### config.mk
export PLATFORM = sky130hd
export DESIGN_NAME = sync_mode_counter
export DESIGN_NICKNAME = d
export VERILOG_FILES = /design/src/rtl/sync_mode_counter.sv
export SDC_FILE = /design/constraint.sdc
export NUM_CORES = 1
export LEC_CHECK = 0
export ABC_AREA = 1
export ABC_CLOCK_PERIOD_IN_PS = 1800
export BUFFER_PORTS_ARGS = -buffer_cell sky130_fd_sc_hd__buf_2
export CORE_MARGIN = 2
export CORE_UTILIZATION = 40
export CTS_BUF_LIST = sky130_fd_sc_hd__clkbuf_4 sky130_fd_sc_hd__clkbuf_8 sky130_fd_sc_hd__clkbuf_16
export DETAILED_ROUTE_END_ITERATION = 6
export HOLD_SLACK_MARGIN = 0.12
export PLACE_DENSITY = 0.59
export SYNTH_ARGS = -nofsm -noshare
export SYNTH_HDL_FRONTEND = slang
export SYNTH_SLANG_ARGS = --single-unit
### constraint.sdc
create_clock -name clk -period 1.8 [get_ports clk]
set_input_delay 0.18 -clock clk [delete_from_list [all_inputs] [get_ports clk]]
set_output_delay 0.18 -clock clk [all_outputs]
set_load 0.01 [all_outputs]
### src/rtl/sync_mode_counter.sv
// sync_mode_counter
//   Synchronous multi-mode counter producing binary up (modulo MOD), binary
//   down (modulo MOD), Gray and Johnson sequences. It has a synchronous clear, a
//   parallel load, a combinational terminal-count strobe and a saturating wrap
//   counter.
//
// Ports
//   clk       rising-edge clock
//   rst       asynchronous, active-high reset
//   en        count enable
//   clr       synchronous clear to the seed of the current mode (also zeroes wraps)
//   load      synchronous parallel load
//   load_val  load value (binary index)
//   mode      00 BIN_UP, 01 BIN_DOWN, 10 GRAY, 11 JOHNSON
//   q         counter output, encoded per mode
//   tc        terminal-count strobe (combinational)
//   wraps     wraps since reset/clear, saturating at all-ones
//   load_err  one-cycle pulse following an illegal load
module sync_mode_counter #(
  parameter int WIDTH    = 3,
  parameter int MOD      = 8,
  parameter int RST_MODE = 0,
  parameter int WRAP_W   = 8
) (
  input  logic              clk,
  input  logic              rst,
  input  logic              en,
  input  logic              clr,
  input  logic              load,
  input  logic [WIDTH-1:0]  load_val,
  input  logic [1:0]        mode,
  output logic [WIDTH-1:0]  q,
  output logic              tc,
  output logic [WRAP_W-1:0] wraps,
  output logic              load_err
);

  typedef enum logic [1:0] {
    BIN_UP   = 2'b00,
    BIN_DOWN = 2'b01,
    GRAY     = 2'b10,
    JOHNSON  = 2'b11
  } mode_e;

  localparam logic [WIDTH-1:0] MOD_M1   = WIDTH'(MOD - 1);
  localparam logic [WIDTH-1:0] J_TERM   = {1'b1, {(WIDTH-1){1'b0}}};
  localparam mode_e            RST_M    = mode_e'(RST_MODE[1:0]);

  // In GRAY mode cnt holds the binary index; q is its Gray encoding.
  // In all other modes cnt is exactly what appears on q.
  mode_e             mode_r, mode_n;
  logic [WIDTH-1:0]  cnt, cnt_n;
  logic [WRAP_W-1:0] wraps_n;
  logic              err_n;
  logic              mode_chg;
  logic              term;

  function automatic logic [WIDTH-1:0] seed(input mode_e m);
    return (m == BIN_DOWN) ? MOD_M1 : '0;
  endfunction

  // A legal Johnson word has at most one transition between adjacent bits.
  function automatic logic johnson_legal(input logic [WIDTH-1:0] c);
    int n;
    n = 0;
    for (int i = 0; i < WIDTH - 1; i++) begin
      if (c[i] != c[i+1]) n++;
    end
    return (n <= 1);
  endfunction

  function automatic logic [WIDTH-1:0] step(input mode_e m, input logic [WIDTH-1:0] c);
    logic [WIDTH-1:0] r;
    case (m)
      BIN_UP:   r = (c == MOD_M1) ? '0 : c + 1'b1;
      BIN_DOWN: r = (c == '0) ? MOD_M1 : c - 1'b1;
      GRAY:     r = c + 1'b1;
      default:  r = johnson_legal(c) ? {c[WIDTH-2:0], ~c[WIDTH-1]} : '0;
    endcase
    return r;
  endfunction

  assign mode_chg = (mode_e'(mode) != mode_r);

  always_comb begin
    term = 1'b0;
    case (mode_r)
      BIN_UP:   term = (cnt == MOD_M1);
      BIN_DOWN: term = (cnt == '0);
      GRAY:     term = (cnt == '1);
      default:  term = (cnt == J_TERM);
    endcase
  end

  assign tc = en & term & ~clr & ~load & ~mode_chg;
  assign q  = (mode_r == GRAY) ? (cnt ^ (cnt >> 1)) : cnt;

  always_comb begin
    mode_n  = mode_r;
    cnt_n   = cnt;
    wraps_n = wraps;
    err_n   = 1'b0;
    if (clr) begin
      cnt_n   = seed(mode_r);
      wraps_n = '0;
    end else if (mode_chg) begin
      // en and load are deliberately dropped in the cycle the mode switches.
      mode_n = mode_e'(mode);
      cnt_n  = seed(mode_e'(mode));
    end else if (load) begin
      case (mode_r)
        BIN_UP, BIN_DOWN: begin
          if (load_val > MOD_M1) begin
            cnt_n = MOD_M1;
            err_n = 1'b1;
          end else begin
            cnt_n = load_val;
          end
        end
        GRAY:    cnt_n = load_val;
        default: err_n = 1'b1;
      endcase
    end else if (en) begin
      cnt_n = step(mode_r, cnt);
      if (tc && (wraps != '1)) wraps_n = wraps + 1'b1;
    end
  end

  always_ff @(posedge clk or posedge rst) begin
    if (rst) begin
      mode_r   <= RST_M;
      cnt      <= seed(RST_M);
      wraps    <= '0;
      load_err <= 1'b0;
    end else begin
      mode_r   <= mode_n;
      cnt      <= cnt_n;
      wraps    <= wraps_n;
      load_err <= err_n;
    end
  end

endmodule

==> results of run 1 <==
==> synth_stat cells <==
library cell,n,area (sq um)
or2_2,1,6.26
nor3b_1,2,15.0
nor2_4,2,22.5
nand2_1,54,203
inv_2,2,7.51
clkinv_2,1,5.00
buf_4,1,7.51
o21bai_1,1,7.51
dfrtp_1,14,350
o21ai_0,6,30.0
ha_1,5,62.6
nand4_1,1,6.26
nand2_2,2,12.5
inv_1,16,60.1
nor2_1,20,75.1
xor2_1,2,17.5
a21oi_1,8,40.0
nand3_1,22,110
nand2_4,2,22.5
nor3_1,1,5.00
a211oi_1,1,7.51
nand3_2,2,20.0
xnor2_1,1,8.76
clkbuf_1,2,7.51
==> where the power goes <==
part	switching, uW	internal, uW
sequential	25.3	331
combinational	166	117
clock	109	123
total	301	571
==> worst min path at each step <==
stage                  from         to  slack, ns  depth (start not counted)
finish              mode[0]  mode_r[0]       0.19                          3
global route        mode[0]  mode_r[0]       0.22                          3
CTS                 mode[0]  mode_r[0]       0.18                          3
detailed placement      rst  mode_r[1]       0.25                          2
global placement        rst   wraps[1]       0.25                          2
floorplan               rst     cnt[0]       0.07                          1
==> worst max-delay path, cell delays in order, from the launching register on <==
cell     delay, ns
dfrtp_1       0.43
ha_1          0.23
ha_2          0.19
nand2_1       0.07
nand3_1       0.10
nand2_2       0.09
nor2_4        0.04
buf_6         0.11
==> per-stage QoR <==
| stage | total power [uW] | setup TNS, ns |
|---|---|---|
| detailed placement | 597 | 0 |
| global placement | 595 | 0 |
| global route | 924 | -0.0226 |
| CTS | 858 | 0 |
| finish | 872 | 0 |
| floorplan | 527 | 0 |
==> layout make-up <==
cell class              instances  area, sq um  share of cell area [%]
multi-input cells             133          706                    51.0
flip-flops and latches         14          352                    25.4
repair buffers                 30          179                    12.9
inverters                      19         72.6                    5.24
well taps                      31         38.8                    2.80
clock buffers                   4         36.3                    2.62
==> layer usage <==
| metal | vias up | wire [microns] | global-route usage, % |
|---|---|---|---|
| met5 | - | 0 | 0 |
| met4 | 0 | 70 | 10.9 |
| met2 | 29 | 1460 | 33.6 |
| met1 | 534 | 1160 | 20.4 |
| li1 | 602 | - | - |
| met3 | 7 | 119 | 2.30 |
==> logic make-up after synthesis <==
family	Yosys count
AOI/OAI and AO/OA	16
xor gates and xnor gates	3
adders and majority gates	5
buffers and inverters	22
DFF	14
and+or+nand+nor	109
==> flip-flops by register name, summed over array words and instances (netlist names) <==
signal,count
cnt,3
mode_r,2
load_err,1
wraps,8
==> what timing repair did <==
action                                 in CTS  in global routing
hold buffers                                1                  0
buffers inserted                            5                  0
endpoints found under the hold margin      14                  0
resized for setup                           4                  8
pin swaps                                   1                  2
setup endpoints to repair                   1                  9
==> results.cfg, run 1 <==
[worst_setup_path]
reg2reg_slack_ns = 0.13
cp_data_arrival_time_ns = 1.54
reg2reg_to = wraps[2]
r2r_start = cnt[0]
cp-endpoint = tc
cp.required_ns = 1.62
r2r_cells = 11
crit_path_end_kind = output pin
cp-start-kind = flop
worstPathMaxFanout = 4
path_class = reg2out
critPathLaunch = cnt[0]

[synthesis]
synth_compound_gate_area_share_pct = 7.67
synth_xor_area_share_pct = 2.37
synth_cells = 169
ys_seq_elements = 14
yosysWarnings = 0
synth_fa_ha_area_share_pct = 5.64
synthSimpleGateAreaFrac_pct = 44.9
synth_top_family_by_area = simple AND/OR/NAND/NOR gates
syn-mean-instance-area_sq_um = 6.57
syn-num-nets = 184
synth_cell_types = 24
synth.mux.area_fraction_pct = 0
seq_area_frac_synth_pct = 31.6
syn_area_sq_um = 1110

[clocking]
cts.sinks = 14
clock_latency_ns = 0.29
cts_buffer_depth = 2
h-tree-depth = 1
cts_tree = yes
numCtsBuffers = 3
clkSlewWorstSetupHoldPaths_ns = 0.09
cts_root_buf = clkbuf_4

[timing]
relSlewSlack_pct = 64.2
period_needed_ns = 1.72
finalSetupViolCount = 0
layout_setup_ws_ns = 0.0759
whs_ns = 0.188
max_freq_ghz = 0.580
worst_pin_slew_ns = 0.537
drv_slew = 0
finClkSkew_ns = 0.00653
post-route-period-util_pct = 95.8
final_hold_viol_count = 0

[grt]
grt_pass1_wl_microns = 4660
grt_start_max_net_pins = 15
grt_overflow_total = 0
grt_use_total_pct = 18.5
antenna_found_initial = 0
grt_pass1_vias = 1126

[status]
status = completed

[die]
dieArea_sq_um = 3210
dieHeight_microns = 56.7
core_area_sq_um = 2690
initial_core_util_pct = 41.3
pin_count = 23
rows = 19
die_w_microns = 56.7

[cells_and_area]
fin_util_pct = 51.5
final_cell_mix = 52 x nand2_1, 21 x nand3_1, 21 x buf_2
fillers = 286
final_common_cell = nand2_1
fin_nets = 216
drive_above_1_share_pct = 27.0
synthToLayoutAreaGrowth_pct = 24.7
final_cell_area_sq_um = 1380
antenna_cells = 0
layout.cells.non_filler = 231

[placement]
placed_cell_area_sq_um = 1260
hpwl_microns = 2070
numPortBuffers = 22
place_worst_setup_slack_ns = 0.107
dp.cells = 221
routabilityCongestion = 0.858

[route]
wl_microns = 2800
drc = 0
final_antenna_net_count = 0
wire_per_inst_microns = 12.1
first_pass_iters = 4
drt_iter0_drc = 15
vias = 1172
post_drt_via_cell_ratio = 5.07

[job]
maxCapViolCount = 0

[hold_path]
holdCritPathClass = in2reg

[power]
p_leak_uw = 0.000753
p_per_area_nw_per_um2 = 630
peakVddDrop_mv = 0.516
Power figures use the tool's default switching activity.
==> run 2: changes to the inputs <==
Settings changed: BUFFER_PORTS_ARGS -buffer_cell sky130_fd_sc_hd__buf_2 to not set, DONT_BUFFER_PORTS set to 1, PLACE_DENSITY 0.59 to 0.52, SETUP_SLACK_MARGIN set to 0.1.
==> run 2 against run 1 <==
Effect of this change: critical path depth unchanged; sequential power about the same; global-route usage up 0.14 points; sequential share of layout area down 0.50 points; total power down 5.2%; first-iteration DRC count up 40%; count of clock-buffer cells in the layout down 1; clock skew down 0.0015 ns; clock power down 29%; register-to-register slack better by 0.03 ns; combinational power up 8.1%.
==> results.cfg, run 2 (synthesis results as in run 1) <==
[status]
status = completed

[worst_setup_path]
path_class = reg2out
r2r_cells = 11
reg2reg_to = wraps[4]
cp-start-kind = flop
worstPathMaxFanout = 4
r2r_start = cnt[0]
cp.required_ns = 1.62
critPathLaunch = cnt[0]
cp-endpoint = tc
crit_path_end_kind = output pin
cp_data_arrival_time_ns = 1.47
reg2reg_slack_ns = 0.16

[timing]
relSlewSlack_pct = 63.9
worst_pin_slew_ns = 0.540
tns_ns = 0
max_freq_ghz = 0.607
whs_ns = 0.176
period_needed_ns = 1.65
drv_slew = 0
grt_setup_unrepaired = yes
finClkSkew_ns = 0.00508
post-route-period-util_pct = 91.6
finalSetupViolCount = 0
final_hold_viol_count = 0

[clocking]
numCtsBuffers = 3
cts_tree = yes
clkSlewWorstSetupHoldPaths_ns = 0.07
h-tree-depth = 1
clock_latency_ns = 0.27
cts_buffer_depth = 2
cts.sinks = 14
cts_root_buf = clkbuf_4

[grt]
busiest_layer = met2
grt_pass1_wl_microns = 4710
grt_use_total_pct = 18.7
grt_overflow_total = 0
grt_start_max_net_pins = 15
grt_util_met2_pct = 34.4
antenna_found_initial = 0
grt_use_met1_pct = 20.1
met3_usage_pct = 3.46
grt_pass1_vias = 1127

[cells_and_area]
largest_reg_flops = 8
biggestRegsByFlops = wraps x8, cnt x3, mode_r x2
synthToLayoutAreaGrowth_pct = 27.6
drive_above_1_share_pct = 26.8
final_cell_mix = 47 x nand2_1, 20 x nand3_1, 19 x nor2_1
largest-register = wraps
antenna_cells = 0
fin_nets = 207
final_common_cell = nand2_1

[placement]
routabilityCongestion = 0.918
hpwl_microns = 2070
numPortBuffers = 0

[die]
pin_count = 23
rows = 19
core_area_sq_um = 2690
dieArea_sq_um = 3210
initial_core_util_pct = 41.3
die_w_microns = 56.7
dieHeight_microns = 56.7

[route]
final_antenna_net_count = 0
wl_microns = 2880
drc = 0
post_drt_via_cell_ratio = 5.21
first_pass_iters = 4
drt_iter0_drc = 21
wire_per_inst_microns = 13.0
vias = 1151

[power]
peakVddDrop_mv = 0.460
p_leak_uw = 0.000719
p_per_area_nw_per_um2 = 584

[hold_path]
holdCritPathClass = in2reg

[job]
maxCapViolCount = 0
==> run 2: per-stage QoR <==
stage                     instance area (sq um)  util (%)  total power (uW)  setup slack (ns)  cells
after CTS                                  1310      48.6               792             0.102    214
after global placement                     1170      43.6               572             0.121    202
after floorplan                            1110         -               527             0.270    169
after global routing                       1420      52.7               898            0.0528    221
after detailed placement                   1170      43.6               571             0.125    202
final                                      1420      52.7               827             0.152    221
==> run 2: power by group <==
| group | internal [uW] | leakage (uW) | switching, uW |
|---|---|---|---|
| clock | 77.3 | 0.0000138 | 87.7 |
| sequential | 331 | 0.000185 | 24.1 |
| combinational | 135 | 0.000520 | 171 |
==> run 2: final cells by class <==
| class | instances | area [sq um] |
|---|---|---|
| Fill cell | 263 | 1270 |
| Multi-Input combinational cell | 134 | 763 |
| Sequential cell | 14 | 353 |
| Timing Repair Buffer | 20 | 164 |
| Inverter | 19 | 75.1 |
| Tap cell | 31 | 38.8 |
| Clock buffer | 3 | 22.5 |
==> run 2: worst min path at each step <==
stage                     start        to  depth (start not counted)
final                       clr    cnt[2]                          2
after global routing        clr    cnt[1]                          2
after CTS                   clr    cnt[2]                          2
after detailed placement    rst  wraps[6]                          1
after global placement      rst  wraps[6]                          1
after floorplan             rst    cnt[0]                          1
==> run 2: worst max-delay path, cell delays in order (launching register included) <==
cell and delay [ns]:
dfrtp_1 0.43, ha_2 0.23, ha_4 0.17, nand2_2 0.06, nand3_2 0.07, nand2_2 0.08, nor2_4 0.04, buf_6 0.12
==> run 2: routing by layer <==
layer	vias up	wire length, microns	share of wire (%)
met5	-	0	0
met4	0	45	1.6
met3	6	108	3.7
met2	15	1580	55
met1	543	1150	40
li1	587	-	-
==> run 2: what timing repair did <==
| action | 4_1_cts | 5_1_grt |
|---|---|---|
| endpoints found under the hold margin | 23 | 0 |
| gates resized for setup | 9 | 17 |
| hold buffers | 4 | 0 |
| setup buffers | 5 | 6 |
| endpoints found under the setup margin | 2 | 11 |
| pin swaps | 2 | 5 |
| gates cloned | 0 | 1 |
==> run 3: changes to the inputs <==
Settings changed: ABC_AREA 1 to not set.
==> run 3 against run 2 <==
Effect of this change: the flow now finishes with violations (negative hold slack, negative setup slack); setup slack got worse by 0.39 ns; register-to-register slack got worse by 0.40 ns; synthesized cell count fell by 25%; via count fell by 2.7%; first-iteration DRC count up 100%; total power up 16%; routed wire length rose by 8.4%; hold slack lost 0.23 ns.
==> results.cfg, run 3 <==
[grt]
grt_start_max_net_pins = 16
grt_pass1_wl_microns = 5270
grt_util_met2_pct = 34.0
antenna_found_initial = 0
met3_usage_pct = 4.92
grt_overflow_total = 0
grt_pass1_vias = 1103
grt_use_met1_pct = 29.4
busiest_layer = met2
grt_use_total_pct = 21.4

[worst_setup_path]
path_buf_inv = 0
crit_family = simple AND/OR/NAND/NOR gates
path_class = reg2reg
worstPathMaxFanout = 5
critical-path-slowest-cell = or4b_4
cp_data_arrival_time_ns = 2.25
cp-start-kind = flop
crit_path_end_kind = flop
reg2reg_slack_ns = -0.24
crit_path_cell_trace = ha_2, ha_4, nor2b_4, a31oi_2, or4b_4, or4_1, a21oi_1
slowest_delay_ns = 0.52
cp.required_ns = 2.01

[timing]
whs_ns = -0.0510
grt_setup_unrepaired = yes
finClkSkew_ns = 0.00439
tns_ns = -0.674
worst_pin_slew_ns = 0.555
layout_setup_ws_ns = -0.240
final_hold_viol_count = 5
post-route-period-util_pct = 113
max_freq_ghz = 0.490
finalSetupViolCount = 8
relSlewSlack_pct = 63.0
drv_slew = 0
period_needed_ns = 2.04

[synthesis]
yosysWarnings = 0
syn_area_sq_um = 1050
synth_cells = 126
synth_cell_types = 38
async_flop_share_pct = 100
ys_seq_elements = 14
synthTopCellsByCount = 14 x a21oi_1, 14 x dfrtp_1, 9 x inv_1, 9 x nand2_1
syn-mean-instance-area_sq_um = 8.32
synth_largest_area_cell = dfrtp_1
synth_flop_cell = dfrtp_1
yosys-top-cells-area = dfrtp_1 33%, a21oi_1 6.7%, ha_1 6.0%
syn-num-nets = 141
synth_edf_count = 0
synth_top_area_share_pct = 33.4
seq_area_frac_synth_pct = 33.4

[die]
die_w_microns = 55.2
initial_core_util_pct = 42.3
rows = 18
pin_count = 23
core_area_sq_um = 2480
dieArea_sq_um = 3050
dieHeight_microns = 55.2

[placement]
hpwl_microns = 2230
placed_cell_area_sq_um = 1300
routabilityCongestion = 0.871
numPortBuffers = 0
dp.cells = 180

[route]
drt_iter0_drc = 42
vias = 1120
post_drt_via_cell_ratio = 5.71
wire_per_inst_microns = 15.9
wl_microns = 3130
final_antenna_net_count = 0
first_pass_iters = 5
drc = 0

[clocking]
cts_tree = yes
numCtsBuffers = 3
cts.sinks = 14
cts_buffer_depth = 2
clkSlewWorstSetupHoldPaths_ns = 0.09
cts_hold_buf = 6
h-tree-depth = 1
clock_latency_ns = 0.28
cts_root_buf = clkbuf_4

[cells_and_area]
drive_above_1_share_pct = 42.2
final_cell_area_sq_um = 1570
final_cell_mix = 34 x buf_4, 13 x dfrtp_1, 10 x a21oi_1
biggestRegsByFlops = wraps x8, cnt x3, mode_r x2
register_area_sq_um = 352
largest_reg_flops = 8
largest-register = wraps
final_common_cell = buf_4
synthToLayoutAreaGrowth_pct = 50.1
antenna_cells = 0
fin_nets = 182
multiInputGateArea_sq_um = 761
fillers = 220
layout.cells.non_filler = 196
fin_util_pct = 63.5

[hold_path]
holdCritPathClass = in2reg

[status]
status = complete, but fails checks
violations = negative hold slack, negative setup slack

[power]
p_leak_uw = 0.000694
peakVddDrop_mv = 0.540
p_per_area_nw_per_um2 = 611

[job]
maxCapViolCount = 0
-- run 3: cell count changes after synthesis, sizes merged, moves of 4 or more --
cell   previous run  this run
a21oi             8        14
inv              18         9
mux2              0         4
nand2            58         9
nand3            24         6
nor2             22         7
nor2b             0         4
-- run 3: report_power, final --
group          leakage, uW  internal, uW  switching (uW)
combinational     0.000488           201             188
sequential        0.000184           330            18.2
clock            0.0000210           123             102
-- run 3: kinds of logic (layout without fill, tap and decap cells) --
kind of cell | after synthesis | in the layout | synth area share (%)
simple gates | 46 | 46 | 23.7
mux | 5 | 5 | 5.25
compound gates | 34 | 34 | 19.7
xor+xnor | 6 | 6 | 5.01
buf+inv | 16 | 56 | 6.92
flops | 14 | 14 | 33.4
fa+ha+maj | 5 | 5 | 5.97
-- run 3: what timing repair did --
item | in CTS | in global routing
endpoints found under the setup margin | 14 | 14
gates resized for setup | 26 | 8
endpoints found under the hold margin | 25 | 6
pin swaps | 12 | 8
buffers inserted | 6 | 2
-- run 3: stage by stage --
step           hold WS (ns)  setup WS, ns  total power, uW
6_report            -0.0510        -0.240              962
3_5_place_dp          0.140        -0.314              654
2_1_floorplan        0.0692        -0.391              544
5_1_grt             -0.0687        -0.335             1020
3_3_place_gp          0.142        -0.237              651
4_1_cts             -0.0633        -0.256              955
-- run 3: worst reg2reg max path: cells and delay by family, from the launching register on --
family	cells	cell delay (ns)
adders and majority gates	2	0.33
and+or+nand+nor	3	1.08
AOI/OAI and AO/OA	2	0.18
DFF	1	0.38
-- run 3: routing by layer --
metal	up-vias	routed length [microns]
li1	533	-
met1	534	1410
met2	51	1490
met3	2	216
met4	0	13
met5	-	0
-- run 3: cell type report --
| cell class | instances | area share [%] |
|---|---|---|
| clock buffer | 4 | 2.31 |
| timing repair buffer | 43 | 22.2 |
| inverter | 9 | 2.46 |
| tap | 30 | 2.38 |
| multi-input combinational | 96 | 48.3 |
| sequential | 14 | 22.3 |
-- run 3: worst paths after layout --
check,startpoint,end,cells past startpoint
max in group asynchronous,rst,mode_r[1],2
worst max register to register,cnt[1],wraps[5],7
min in group asynchronous,rst,wraps[5],2
worst min-delay path,clr,wraps[7],1
worst min register to register,wraps[2],wraps[2],2
worst max-delay path,cnt[1],wraps[5],7
